--- src/rtl/uart_cmd_decoder_if.sv ---
// Command-decoder bus bundle: frame input, register write/read ports, response output.
// Latency: none (wiring only).
// Backpressure: resp_vld/resp_rdy handshake; in_vld has no ready and is dropped while busy.
// Ports (signals): in_data/in_vld (frame in), reg_wr_* (write strobe),
//   reg_rd_*/reg_rd_data (read strobe, data returns the next cycle),
//   resp_data/resp_vld/resp_rdy (status + payload out).
interface uart_cmd_decoder_if;
    logic [31:0] in_data;
    logic        in_vld;
    logic        reg_wr_en;
    logic [3:0]  reg_wr_addr;
    logic [7:0]  reg_wr_data;
    logic        reg_rd_en;
    logic [3:0]  reg_rd_addr;
    logic [7:0]  reg_rd_data;
    logic [15:0] resp_data;
    logic        resp_vld;
    logic        resp_rdy;

    // Decoder side
    modport slave (
        input  in_data, in_vld, reg_rd_data, resp_rdy,
        output reg_wr_en, reg_wr_addr, reg_wr_data,
        output reg_rd_en, reg_rd_addr, resp_data, resp_vld
    );

    // Frame source / register file / transmitter side
    modport master (
        output in_data, in_vld, reg_rd_data, resp_rdy,
        input  reg_wr_en, reg_wr_addr, reg_wr_data,
        input  reg_rd_en, reg_rd_addr, resp_data, resp_vld
    );
endinterface

--- src/rtl/uart_cmd_decoder.sv ---
// Decodes 4-byte command frames into register write/read strobes and returns an ACK/NAK response.
// Latency from in_vld: NAK resp at +2; write strobe +2, resp +3; read strobe +2, resp +4.
// Backpressure: response held stable until resp_rdy; frames arriving while busy are dropped and counted.
// Ports: clk, rstn (async active-low), bus (uart_cmd_decoder_if.slave),
//   busy (FSM not idle), err_cnt (saturating NAK count), ovf_cnt (saturating dropped-frame count).
module uart_cmd_decoder #(
    parameter logic [7:0] HEADER = 8'hA5,
    parameter logic [7:0] ACK    = 8'h5A,
    parameter logic [7:0] NAK    = 8'hEE
) (
    input  logic                clk,
    input  logic                rstn,
    uart_cmd_decoder_if.slave   bus,
    output logic                busy,
    output logic [7:0]          err_cnt,
    output logic [7:0]          ovf_cnt
);

    typedef enum logic [2:0] {
        IDLE   = 3'd0,
        CHECK  = 3'd1,
        WRITE  = 3'd2,
        RDREQ  = 3'd3,
        RDWAIT = 3'd4,
        RESP   = 3'd5
    } state_t;

    state_t      state_q;
    logic [31:0] frame_q;
    logic        wr_en_q;
    logic [3:0]  wr_addr_q;
    logic [7:0]  wr_data_q;
    logic        rd_en_q;
    logic [3:0]  rd_addr_q;
    logic        resp_vld_q;
    logic [15:0] resp_data_q;
    logic [7:0]  err_cnt_q;
    logic [7:0]  ovf_cnt_q;

    // Frame fields of the latched frame
    logic [7:0] b0, b1, b2, b3;
    logic [7:0] sum;
    logic [7:0] err_code;

    assign b0  = frame_q[7:0];
    assign b1  = frame_q[15:8];
    assign b2  = frame_q[23:16];
    assign b3  = frame_q[31:24];
    assign sum = b0 + b1 + b2;

    // Error priority: header, then checksum, then reserved bits; 0 means frame is good
    always_comb begin
        err_code = 8'h00;
        if (b0 != HEADER) begin
            err_code = 8'h01;
        end else if (b3 != sum) begin
            err_code = 8'h02;
        end else if (b1[6:4] != 3'b000) begin
            err_code = 8'h03;
        end
    end

    always_ff @(posedge clk or negedge rstn) begin
        if (!rstn) begin
            state_q     <= IDLE;
            frame_q     <= '0;
            wr_en_q     <= 1'b0;
            wr_addr_q   <= '0;
            wr_data_q   <= '0;
            rd_en_q     <= 1'b0;
            rd_addr_q   <= '0;
            resp_vld_q  <= 1'b0;
            resp_data_q <= '0;
            err_cnt_q   <= '0;
            ovf_cnt_q   <= '0;
        end else begin
            // Strobes are single-cycle; only the transition into WRITE/RDREQ raises them
            wr_en_q <= 1'b0;
            rd_en_q <= 1'b0;

            // Any frame outside IDLE is dropped, including the cycle RESP hands back to IDLE
            if (bus.in_vld && (state_q != IDLE) && (ovf_cnt_q != 8'hFF)) begin
                ovf_cnt_q <= ovf_cnt_q + 8'd1;
            end

            case (state_q)
                IDLE: begin
                    if (bus.in_vld) begin
                        frame_q <= bus.in_data;
                        state_q <= CHECK;
                    end
                end
                CHECK: begin
                    if (err_code != 8'h00) begin
                        resp_vld_q  <= 1'b1;
                        resp_data_q <= {err_code, NAK};
                        if (err_cnt_q != 8'hFF) begin
                            err_cnt_q <= err_cnt_q + 8'd1;
                        end
                        state_q <= RESP;
                    end else if (b1[7]) begin
                        wr_en_q   <= 1'b1;
                        wr_addr_q <= b1[3:0];
                        wr_data_q <= b2;
                        state_q   <= WRITE;
                    end else begin
                        rd_en_q   <= 1'b1;
                        rd_addr_q <= b1[3:0];
                        state_q   <= RDREQ;
                    end
                end
                WRITE: begin
                    resp_vld_q  <= 1'b1;
                    resp_data_q <= {b2, ACK};
                    state_q     <= RESP;
                end
                RDREQ: begin
                    state_q <= RDWAIT;
                end
                RDWAIT: begin
                    // Read data is valid this cycle, one after the read strobe
                    resp_vld_q  <= 1'b1;
                    resp_data_q <= {bus.reg_rd_data, ACK};
                    state_q     <= RESP;
                end
                RESP: begin
                    if (bus.resp_rdy) begin
                        resp_vld_q <= 1'b0;
                        state_q    <= IDLE;
                    end
                end
                default: begin
                    resp_vld_q <= 1'b0;
                    state_q    <= IDLE;
                end
            endcase
        end
    end

    assign bus.reg_wr_en   = wr_en_q;
    assign bus.reg_wr_addr = wr_addr_q;
    assign bus.reg_wr_data = wr_data_q;
    assign bus.reg_rd_en   = rd_en_q;
    assign bus.reg_rd_addr = rd_addr_q;
    assign bus.resp_vld    = resp_vld_q;
    assign bus.resp_data   = resp_data_q;
    assign busy            = (state_q != IDLE);
    assign err_cnt         = err_cnt_q;
    assign ovf_cnt         = ovf_cnt_q;

endmodule

--- src/flat_wrapper.sv ---
// flat-port wrapper written by rule: the top's interface ports become plain ports
module uart_cmd_decoder_flat 
#(
    parameter logic [7:0] HEADER = 8'hA5,
    parameter logic [7:0] ACK    = 8'h5A,
    parameter logic [7:0] NAK    = 8'hEE
)
  (clk, rstn, busy, err_cnt, ovf_cnt, bus_in_data, bus_in_vld, bus_reg_rd_data, bus_resp_rdy, bus_reg_wr_en, bus_reg_wr_addr, bus_reg_wr_data, bus_reg_rd_en, bus_reg_rd_addr, bus_resp_data, bus_resp_vld);
  uart_cmd_decoder_if bus_i ();
  input  logic clk;
  input  logic rstn;
  output logic busy;
  output logic [7:0] err_cnt;
  output logic [7:0] ovf_cnt;
  input wire logic [$bits(bus_i.in_data)-1:0] bus_in_data;
  input wire logic [$bits(bus_i.in_vld)-1:0] bus_in_vld;
  input wire logic [$bits(bus_i.reg_rd_data)-1:0] bus_reg_rd_data;
  input wire logic [$bits(bus_i.resp_rdy)-1:0] bus_resp_rdy;
  output wire logic [$bits(bus_i.reg_wr_en)-1:0] bus_reg_wr_en;
  output wire logic [$bits(bus_i.reg_wr_addr)-1:0] bus_reg_wr_addr;
  output wire logic [$bits(bus_i.reg_wr_data)-1:0] bus_reg_wr_data;
  output wire logic [$bits(bus_i.reg_rd_en)-1:0] bus_reg_rd_en;
  output wire logic [$bits(bus_i.reg_rd_addr)-1:0] bus_reg_rd_addr;
  output wire logic [$bits(bus_i.resp_data)-1:0] bus_resp_data;
  output wire logic [$bits(bus_i.resp_vld)-1:0] bus_resp_vld;
  assign bus_i.in_data = bus_in_data;
  assign bus_i.in_vld = bus_in_vld;
  assign bus_i.reg_rd_data = bus_reg_rd_data;
  assign bus_i.resp_rdy = bus_resp_rdy;
  assign bus_reg_wr_en = bus_i.reg_wr_en;
  assign bus_reg_wr_addr = bus_i.reg_wr_addr;
  assign bus_reg_wr_data = bus_i.reg_wr_data;
  assign bus_reg_rd_en = bus_i.reg_rd_en;
  assign bus_reg_rd_addr = bus_i.reg_rd_addr;
  assign bus_resp_data = bus_i.resp_data;
  assign bus_resp_vld = bus_i.resp_vld;
  uart_cmd_decoder #(.HEADER(HEADER), .ACK(ACK), .NAK(NAK)) u_core (.clk(clk), .rstn(rstn), .bus(bus_i), .busy(busy), .err_cnt(err_cnt), .ovf_cnt(ovf_cnt));
endmodule
--- config.mk ---
export PLATFORM = sky130hd
export DESIGN_NAME = uart_cmd_decoder_flat
export DESIGN_NICKNAME = d
export VERILOG_FILES = /design/src/rtl/uart_cmd_decoder_if.sv /design/src/rtl/uart_cmd_decoder.sv /design/src/flat_wrapper.sv
export SDC_FILE = /design/constraint.sdc
export NUM_CORES = 1
export LEC_CHECK = 0
export BUFFER_PORTS_ARGS = -buffer_cell sky130_fd_sc_hd__buf_2
export CAP_MARGIN = 20
export CELL_PAD_IN_SITES_DETAIL_PLACEMENT = 1
export CELL_PAD_IN_SITES_GLOBAL_PLACEMENT = 1
export CORE_MARGIN = 1
export CORE_UTILIZATION = 44
export CTS_BUF_LIST = sky130_fd_sc_hd__clkbuf_4 sky130_fd_sc_hd__clkbuf_8
export DETAILED_ROUTE_END_ITERATION = 10
export PLACE_DENSITY_LB_ADDON = 0.1
export RECOVER_POWER = 100
export SYNTH_ARGS = -nofsm -noshare
export SYNTH_HDL_FRONTEND = slang
export SYNTH_SLANG_ARGS = --single-unit
--- constraint.sdc ---
create_clock -name clk -period 3.85 [get_ports clk]
set_input_delay 0.9625 -clock clk [delete_from_list [all_inputs] [get_ports clk]]
set_output_delay 0.9625 -clock clk [all_outputs]
set_load 0.005 [all_outputs]
# ---- Word-level counts from Yosys, hierarchy flattened
# Cells that the tools add are included.
# Widths: inputs -> output; s select.
dict set report op_classes {
  add_sub_neg 4
  n_mul 0
  div 0
  order_cmp 0
  n_eq_ne 12
  shifts 0
  mux 19
  bitwise 3
  n_reduce_logical 16
}
# op n
set ops {}
lappend ops {{$pmux 16 s3} 1}
lappend ops {{$ne 8x8->1 const B} 3}
lappend ops {{$add 8x1->8 const B} 2}
lappend ops {{$add 8x8->8} 2}
lappend ops {{$mux 16} 1}
lappend ops {{$mux 8} 2}
lappend ops {{$pmux 3 s5} 1}
lappend ops {{$reduce_and 3->1} 4}
lappend ops {{$mux 1} 9}
lappend ops {{$mux 3} 3}
lappend ops {{$reduce_bool 3->1} 3}
lappend ops {{$ne 8x8->1} 1}
lappend ops {{$reduce_bool 8->1} 1}
lappend ops {{$eq 3x2->1 const B} 2}
lappend ops {{$eq 3x3->1 const B} 2}
lappend ops {{$reduce_and 2->1} 3}
lappend ops {{$ne 2x2->1 const B} 2}
lappend ops {{$pmux 1 s4} 1}
lappend ops {{$reduce_or 2->1} 2}
lappend ops {{$eq 3x1->1 const B} 1}
lappend ops {{$logic_not 3->1} 1}
lappend ops {{$not 1->1} 3}
lappend ops {{$logic_and 1x1->1} 2}
lappend ops {{$mux 2} 1}
lappend ops {{$ne 2x1->1 const B} 1}
dict set report word_totals {
  reg_bits 86
  latchBits 0
  mem_bits_rw 0
  mem_bits_ro 0
  input_bits 44
  wordCells 65
  memories 0
}

# ---- Logic depth before layout (Yosys ltp)
# Gate-level depths: netlist of the first run.
dict set report depth {
  word_depth 8
  depth_mapped 11
  mapped_depth_nobuf 10
}

# ---- Worst setup path after synthesis of the first run
# Ideal clock, no wire load.
dict set report synth_timing {
  kind {flip-flop to flip-flop}
  from {register u_core.frame_q[1]}
  to {register u_core.rd_addr_q[0], in the netlist u_core.bus.reg_rd_addr[0]}
  setup_time_ns 0.125
  t_arrival_ns 3.350
  required_ns 3.725
  slack_ns 0.375
  stages_incl_launch_ff 12
  path_buffers 1
  synth_period_minus_slack_ns 3.475
  cell_sequence {dfrtp_1 fa_1 ha_1 fa_1 xnor3_1 nand4_1 nor3_1 nand2_1 or3_1 or4_1 buf_2 mux2_4}
}
dict set report synth_via {
  elab_chain_cells 8
  elab_cells_between_ends 9
  cone_classes {add/sub (2); eq/ne (2); mux (2); bitwise (1); reduce/logical (2)}
}
# item line_no
set synth_rtl {}
lappend synth_rtl {{from (decl)} uart_cmd_decoder.sv:29} ;# logic [31:0] frame_q;
lappend synth_rtl {{from (signal assigned)} uart_cmd_decoder.sv:89} ;# frame_q <= bus.in_data;
lappend synth_rtl {{$add 8x8->8 (2 in series)} uart_cmd_decoder.sv:49} ;# assign sum = b0 + b1 + b2;
lappend synth_rtl {{$ne 8x8->1} uart_cmd_decoder.sv:56} ;# end else if (b3 != sum) begin
lappend synth_rtl {{$mux 8} uart_cmd_decoder.sv:56}
lappend synth_rtl {{$mux 8 *} uart_cmd_decoder.sv:54} ;# if (b0 != HEADER) begin
lappend synth_rtl {{$reduce_bool 8->1 *} uart_cmd_decoder.sv:94} ;# if (err_code != 8'h00) begin
lappend synth_rtl {{$not 1->1 (no source line) *} n/a}
lappend synth_rtl {{$reduce_and 3->1 (no source line) *} n/a}
lappend synth_rtl {{to (signal assigned)} uart_cmd_decoder.sv:108} ;# rd_addr_q <= b1[3:0];
lappend synth_rtl {{to (decl)} uart_cmd_decoder.sv:34} ;# logic [3:0] rd_addr_q;
# Every way passes the cells marked *; elsewhere a longest branch is shown, timed or not.
# A chain may end at the register's enable or synchronous reset.

# ---- Worst setup path after layout of the first run
dict set report layout_timing {
  from {register u_core.frame_q[9]}
  to {register u_core.rd_addr_q[2], in the netlist u_core.bus.reg_rd_addr[2]}
}
dict set report layout_via {
  elab_chain_cells 8
}
# item line_no
set layout_rtl {}
lappend layout_rtl {{$add 8x8->8 (2 in series)} uart_cmd_decoder.sv:49}
lappend layout_rtl {{$ne 8x8->1} uart_cmd_decoder.sv:56}
lappend layout_rtl {{$mux 8} uart_cmd_decoder.sv:56}
lappend layout_rtl {{$mux 8} uart_cmd_decoder.sv:54}
lappend layout_rtl {{$reduce_bool 8->1} uart_cmd_decoder.sv:94}
lappend layout_rtl {{$not 1->1 (no source line)} n/a}
lappend layout_rtl {{$reduce_and 3->1 (no source line)} n/a}
# No other way between the ends.

==> metrics.cfg, run 1 <==
[floorplan]
chipHeight_um=96.0
fp.dieW_um=96.0
initial_core_util_pct=46.4
coreArea_mm2=0.00838
die_area_mm2=0.00921
rows=33
pin_count=96

[synth]
synth_edf_count=0
yosys-top-cells-area=dfrtp_1 (52%), mux2_2 (13%), fa_1 (4.1%), xnor2_1 (3.4%), xor2_1 (2.7%)
synth-seq-cells=81
synth_top_flop_cell=dfrtp_1
ys_async_sr_fraction_pct=100
synth_cell_types=41
synthesis.area_mm2=0.00389
yosysTopAreaCellShare_pct=52.2
ys_seq_area_share_pct=52.2
synth_nets=370
avgSynthCellArea_um2=12.5
synthesis.instances=310
yosysWarnings=0
yosys.area.top_type=dfrtp_1

[setup_path]
worst-path-max-fanout=4
cp.required_ps=4080
worstSetupPathType=register to register
start_kind=register
cp-end-kind=register
cp_data_arrival_time_ps=3870

[detailed_routing]
drc=0
vias=2715
first_iter_violations=68
firstDrtPassIters=4
ant_nets=0
routedWlPerCell_um=17.8
vias_per_cell=5.28
wl_um=9150

[clocking]
numCtsBuffers=9
clock_latency_ps=350
post-cts-setup-buffers=0
clk_pin_slew_ps=80
cts.sinks=81
h-tree-depth=3
clockBufferDepth=2
tritoncts=built
root_buffer=clkbuf_8

[sta]
tightest_slew_ps=2110
skew_ps=14.3
slew_violations=40
setup_tns_ps=0
timing.hold.ws_ps=495
rsz0062_at_grt=no
finalSetupViolations=0
hold_violations=0
finalCritPeriodShare_pct=94.5
slew_headroom_pct=-40.8
max_freq_mhz=275
post-route-min-period_ps=3640

[min_path]
min_path_type=register to register

[cells_and_area]
diodes=0
multiInputGateArea_mm2=0.00174
syn2layout_area_growth_pct=17.9
fin_cells=514
nets=465
nFillCells=926
seq_area_mm2=0.00203
stdcell_area_mm2=0.00458
drive_gt1_share_pct=33.0

[placement]
portBuffers=94
placed_cells=498
hpwlAfterDp_um=6810
placed_cell_area_mm2=0.00445
gp_congestion=0.802

[global_routing]
grt_pass1_vias=2857
grt_pass1_wl_um=14800
grtUsageTotal_pct=21.9
gr-total-overflow=0
grt_max_degree=82
antenna_found_initial=0

[power_and_ir_drop]
total_power_w=0.00425
ir_worst_vdd_mv=0.392
powerDensity_mw_per_mm2=928
cellLeakagePower_nw=2.14

[outcome]
outcome=finished with violations
violations=capacitance limit, slew limit

[run]
drv_cap=1

-- cells in the final DEF, fill, tap and decap left out, types with 3 or more instances in the layout --
master       n
dfrtp_1     81
buf_2       65
mux2_2      45
clkbuf_1    30
nand2_1     18
xnor2_1     15
nor2_1      12
xor2_1      12
nand3_1      9
clkbuf_8     9
nor3_1       8
fa_1         8
ha_1         8
o2bb2ai_1    7
a21oi_1      6
o21ai_0      6
nand4_1      6
inv_1        6
a22oi_1      6
nor4_1       5
mux2_1       5
and3_1       3
nand2b_1     3
clkinvlp_4   3
clkbuf_2     3
-- registers in the layout, summed over array words and instances (netlist names) --
signal / count
u_core.frame_q: 32
u_core.bus.resp_data: 11
u_core.bus.reg_wr_data: 8
u_core.err_cnt: 8
u_core.ovf_cnt: 8
u_core.bus.reg_rd_addr: 4
u_core.bus.reg_wr_addr: 4
u_core.state_q: 3
u_core.bus.reg_rd_en: 1
u_core.bus.reg_wr_en: 1
u_core.bus.resp_vld: 1
-- metal layers --
metal / wire [µm] / GRT usage, %
met3: 348 / 3.95
met4: 107 / 7.09
met2: 4350 / 34.3
met1: 4350 / 30.6
met5: 0 / 0
-- where the power goes --
part | switching, W | leakage, nW | internal (W)
sequential | 0.000355 | 1.01 | 0.00115
clock | 0.000311 | 0.0878 | 0.000302
combinational | 0.00107 | 1.03 | 0.00107
total | 0.00173 | 2.14 | 0.00252
-- worst paths after layout --
kind	from	to	slack, ps	depth (start not counted)
worst max-delay path	u_core.frame_q[9]	u_core.bus.reg_rd_addr[2]	210	10
worst min-delay path	u_core.ovf_cnt[6]	u_core.ovf_cnt[6]	490	1
worst max register to register	u_core.frame_q[9]	u_core.bus.reg_rd_addr[2]	210	10
worst min register to register	u_core.ovf_cnt[6]	u_core.ovf_cnt[6]	490	1
max in group asynchronous	rstn	u_core.bus.reg_rd_addr[2]	650	2
min in group asynchronous	rstn	u_core.err_cnt[3]	1210	1
-- cell usage after synthesis, drive strengths merged, types with 2 or more instances --
library cell	n
inv	6
xnor2	15
nand2	18
nand2b	3
or3	2
nor4	5
and3	3
o2bb2ai	7
and2	3
a21oi	7
nor2	12
buf	9
a211oi	2
nor3	9
dfrtp	81
mux2	50
a22oi	6
o21bai	2
clkbuf	8
o21ai	6
fa	8
nand4	6
ha	8
xor2	12
o22ai	2
nand3	9
-- final cells by class --
type / instances / share of cell area, %
timing repair buffer: 101 / 10.3
clock buffer: 10 / 2.87
sequential: 81 / 44.3
multi-input combinational: 206 / 38.0
inverter: 6 / 0.492
clock inverter: 5 / 1.26
tap: 105 / 2.87
-- critical path, cell delays in order (launching register included) --
cell	delay, ps
dfrtp_1	440
fa_1	470
ha_1	250
fa_1	420
xnor3_1	290
nand4_1	120
nor3_2	240
nand2_1	110
or3_1	360
or4_4	490
mux2_1	330
-- cells by family after synthesis --
logic type               count (synthesis)  share of synthesized area [%]
AO/OA/AOI/OAI                           38                           7.18
XOR/XNOR                                28                           6.66
adder cells (fa/ha/maj)                 16                           6.70
buffers and inverters                   23                           2.80
flip-flops                              81                           52.2
multiplexers                            50                           14.9
other                                    1                         0.0965
AND/OR/NAND/NOR                         73                           9.53
-- what timing repair did --
| action | 4_1_cts | 5_1_grt |
|---|---|---|
| hold buffers | 0 | 0 |
| setup endpoints to repair | 0 | 4 |
| gates resized for setup | 0 | 2 |
-- stage by stage --
step | setup WS (ps) | util [%]
after floorplan | 375 | -
after global placement | 164 | 53.1
after detailed placement | 43.3 | 53.1
after CTS | 15.1 | 55.4
after global routing | 28.8 | 54.6
final | 211 | 54.6
Power figures use the tool's default switching activity.
==> inputs of run 2 (changes only) <==
--- a/config.mk
+++ b/config.mk
@@ -13,6 +13,7 @@
 export CORE_UTILIZATION = 44
 export CTS_BUF_LIST = sky130_fd_sc_hd__clkbuf_4 sky130_fd_sc_hd__clkbuf_8
 export DETAILED_ROUTE_END_ITERATION = 10
+export MAX_ROUTING_LAYER = met4
 export PLACE_DENSITY_LB_ADDON = 0.1
 export RECOVER_POWER = 100
 export SYNTH_ARGS = -nofsm -noshare
==> run 2 against run 1 <==
Against the previous run:
- flip-flop and latch count unchanged
- final cell count unchanged
- the run still ends with capacitance limit, slew limit left
- sequential share of layout area unchanged
- worst hold slack about the same
- global-route usage up 0.62 points
- via count up 0.11%
- core utilization unchanged
- clock-buffer cell count unchanged
- cell area unchanged
- clock skew about the same
- critical endpoint unchanged
==> metrics.cfg, run 2 (synthesis gave the netlist of run 1 again) <==
[sta]
setup_tns_ps=0
slew_headroom_pct=-40.4
slew_violations=40
hold_violations=0
finalCritPeriodShare_pct=94.7
finalSetupViolations=0
tightest_slew_ps=2110
setup_ws_ps=205
skew_ps=14.3
max_freq_mhz=274
rsz0062_at_grt=no
post-route-min-period_ps=3640

[setup_path]
slowest_delay_ps=490
cp.required_ps=4080
rr_worst_depth=10
cp_data_arrival_time_ps=3870
cp_common_cell=fa_1
reg2reg_from=u_core.frame_q[9]
worst-path-max-fanout=4
start_kind=register
reg2reg_to=u_core.bus.reg_rd_addr[2]
worstSetupPathType=register to register
reg2reg_slack_ps=210
cp-end-kind=register
cp_slowest_cell=or4_4
crit_path_cell_trace=fa_1 -> ha_1 -> fa_1 -> xnor3_1 -> nand4_1 -> nor3_2 -> nand2_1 -> or3_1 -> or4_4 -> mux2_1

[min_path]
min_path_type=register to register
worstHoldEndpoint=u_core.ovf_cnt[6]
hold_path_depth=1
hold_start=u_core.ovf_cnt[6]

[cells_and_area]
final_common_cell=dfrtp_1
drive_gt1_share_pct=33.0
syn2layout_area_growth_pct=17.9
largest_reg_flops=32
top_register=u_core.frame_q
diodes=0
nFillCells=926
final_cell_mix=dfrtp_1 (81), buf_2 (65), mux2_2 (45)
nets=465
fin_cells=514

[clocking]
clk_pin_slew_ps=80
cts_hold_buf=0
post-cts-setup-buffers=0
cts.sinks=81
clockBufferDepth=2
h-tree-depth=3
numCtsBuffers=9
clock_latency_ps=350
tritoncts=built
root_buffer=clkbuf_8

[floorplan]
coreArea_mm2=0.00838
fp.dieW_um=96.0
initial_core_util_pct=46.4
pin_count=96
chipHeight_um=96.0
rows=33
die_area_mm2=0.00921

[detailed_routing]
drc=0
wl_um=9150
vias_per_cell=5.29
ant_nets=0
firstDrtPassIters=4
routedWlPerCell_um=17.8
first_iter_violations=55
vias=2718

[global_routing]
gr-total-overflow=0
antenna_found_initial=0
grt_pass1_vias=2856
grt_max_degree=82
grtUsageTotal_pct=22.5
grt_pass1_wl_um=14800

[power_and_ir_drop]
powerDensity_mw_per_mm2=929
ir_worst_vdd_mv=0.393
cellLeakagePower_nw=2.14

[placement]
placed_cells=498
gp_congestion=0.814
portBuffers=94
dp_worst_setup_slack_ps=43.3
hpwlAfterDp_um=6810

[run]
drv_cap=1

[outcome]
violations=capacitance limit, slew limit
outcome=finished with violations

==> run 2: cell counts in the layout (fill, tap and decap cells not counted) <==
Identical to the previous run, type by type.
==> run 2: what timing repair did <==
item / CTS / global route
endpoints found under the setup margin: 0 / 4
endpoints found under the hold margin: 0 / 0
gates resized for setup: 0 / 2
==> run 2: critical path, delay by kind of cell (launching register included) <==
kind	cells	cell delay, ps
AND/OR/NAND/NOR	5	1330
flip-flops	1	440
multiplexers	1	330
XOR/XNOR	1	290
adder cells (fa/ha/maj)	3	1140
==> run 2: worst max-delay path by stage <==
stage	start	end	slack (ps)	depth (start not counted)
after floorplan	u_core.frame_q[1]	u_core.bus.reg_rd_addr[0]	370	11
after global placement	u_core.frame_q[1]	u_core.bus.reg_rd_addr[2]	160	10
after detailed placement	u_core.frame_q[9]	u_core.bus.reg_rd_addr[0]	40	10
after CTS	u_core.frame_q[9]	u_core.bus.reg_rd_addr[1]	20	10
after global routing	u_core.frame_q[9]	u_core.bus.reg_wr_data[0]	30	11
final	u_core.frame_q[9]	u_core.bus.reg_rd_addr[2]	210	10
==> run 2: metrics by stage <==
step / util, % / total power, W / hold slack (ps) / cell area (µm²)
finish: 54.6 / 0.00425 / 495 / 4580
global route: 54.6 / 0.00463 / 518 / 4580
CTS: 55.4 / 0.00433 / 500 / 4640
detailed placement: 53.1 / 0.00368 / 481 / 4450
global placement: 53.1 / 0.00359 / 459 / 4450
floorplan: - / 0.00308 / 469 / 3890
==> run 2: area by class of cell <==
class | instances | area (µm²) | area share (%)
repair buffers | 101 | 472 | 10.3
clock buffers | 10 | 131 | 2.87
inverters | 6 | 22.5 | 0.492
multi-input cells | 206 | 1740 | 38.0
well taps | 105 | 131 | 2.87
clock inverters | 5 | 57.6 | 1.26
flip-flops and latches | 81 | 2030 | 44.3
==> run 2: power by group <==
part	internal [W]	switching [W]	leakage [nW]	total, W
clock network	0.000302	0.000310	0.0878	0.000613
registers	0.00115	0.000355	1.01	0.00150
logic	0.00107	0.00107	1.03	0.00214
==> run 2: routing by layer <==
metal,global-route usage [%],vias up,part of all wire (%)
li1,-,1283,-
met5,-,-,0
met1,30.8,1358,47
met3,3.32,9,3.7
met2,34.3,68,48
met4,7.46,0,1.1
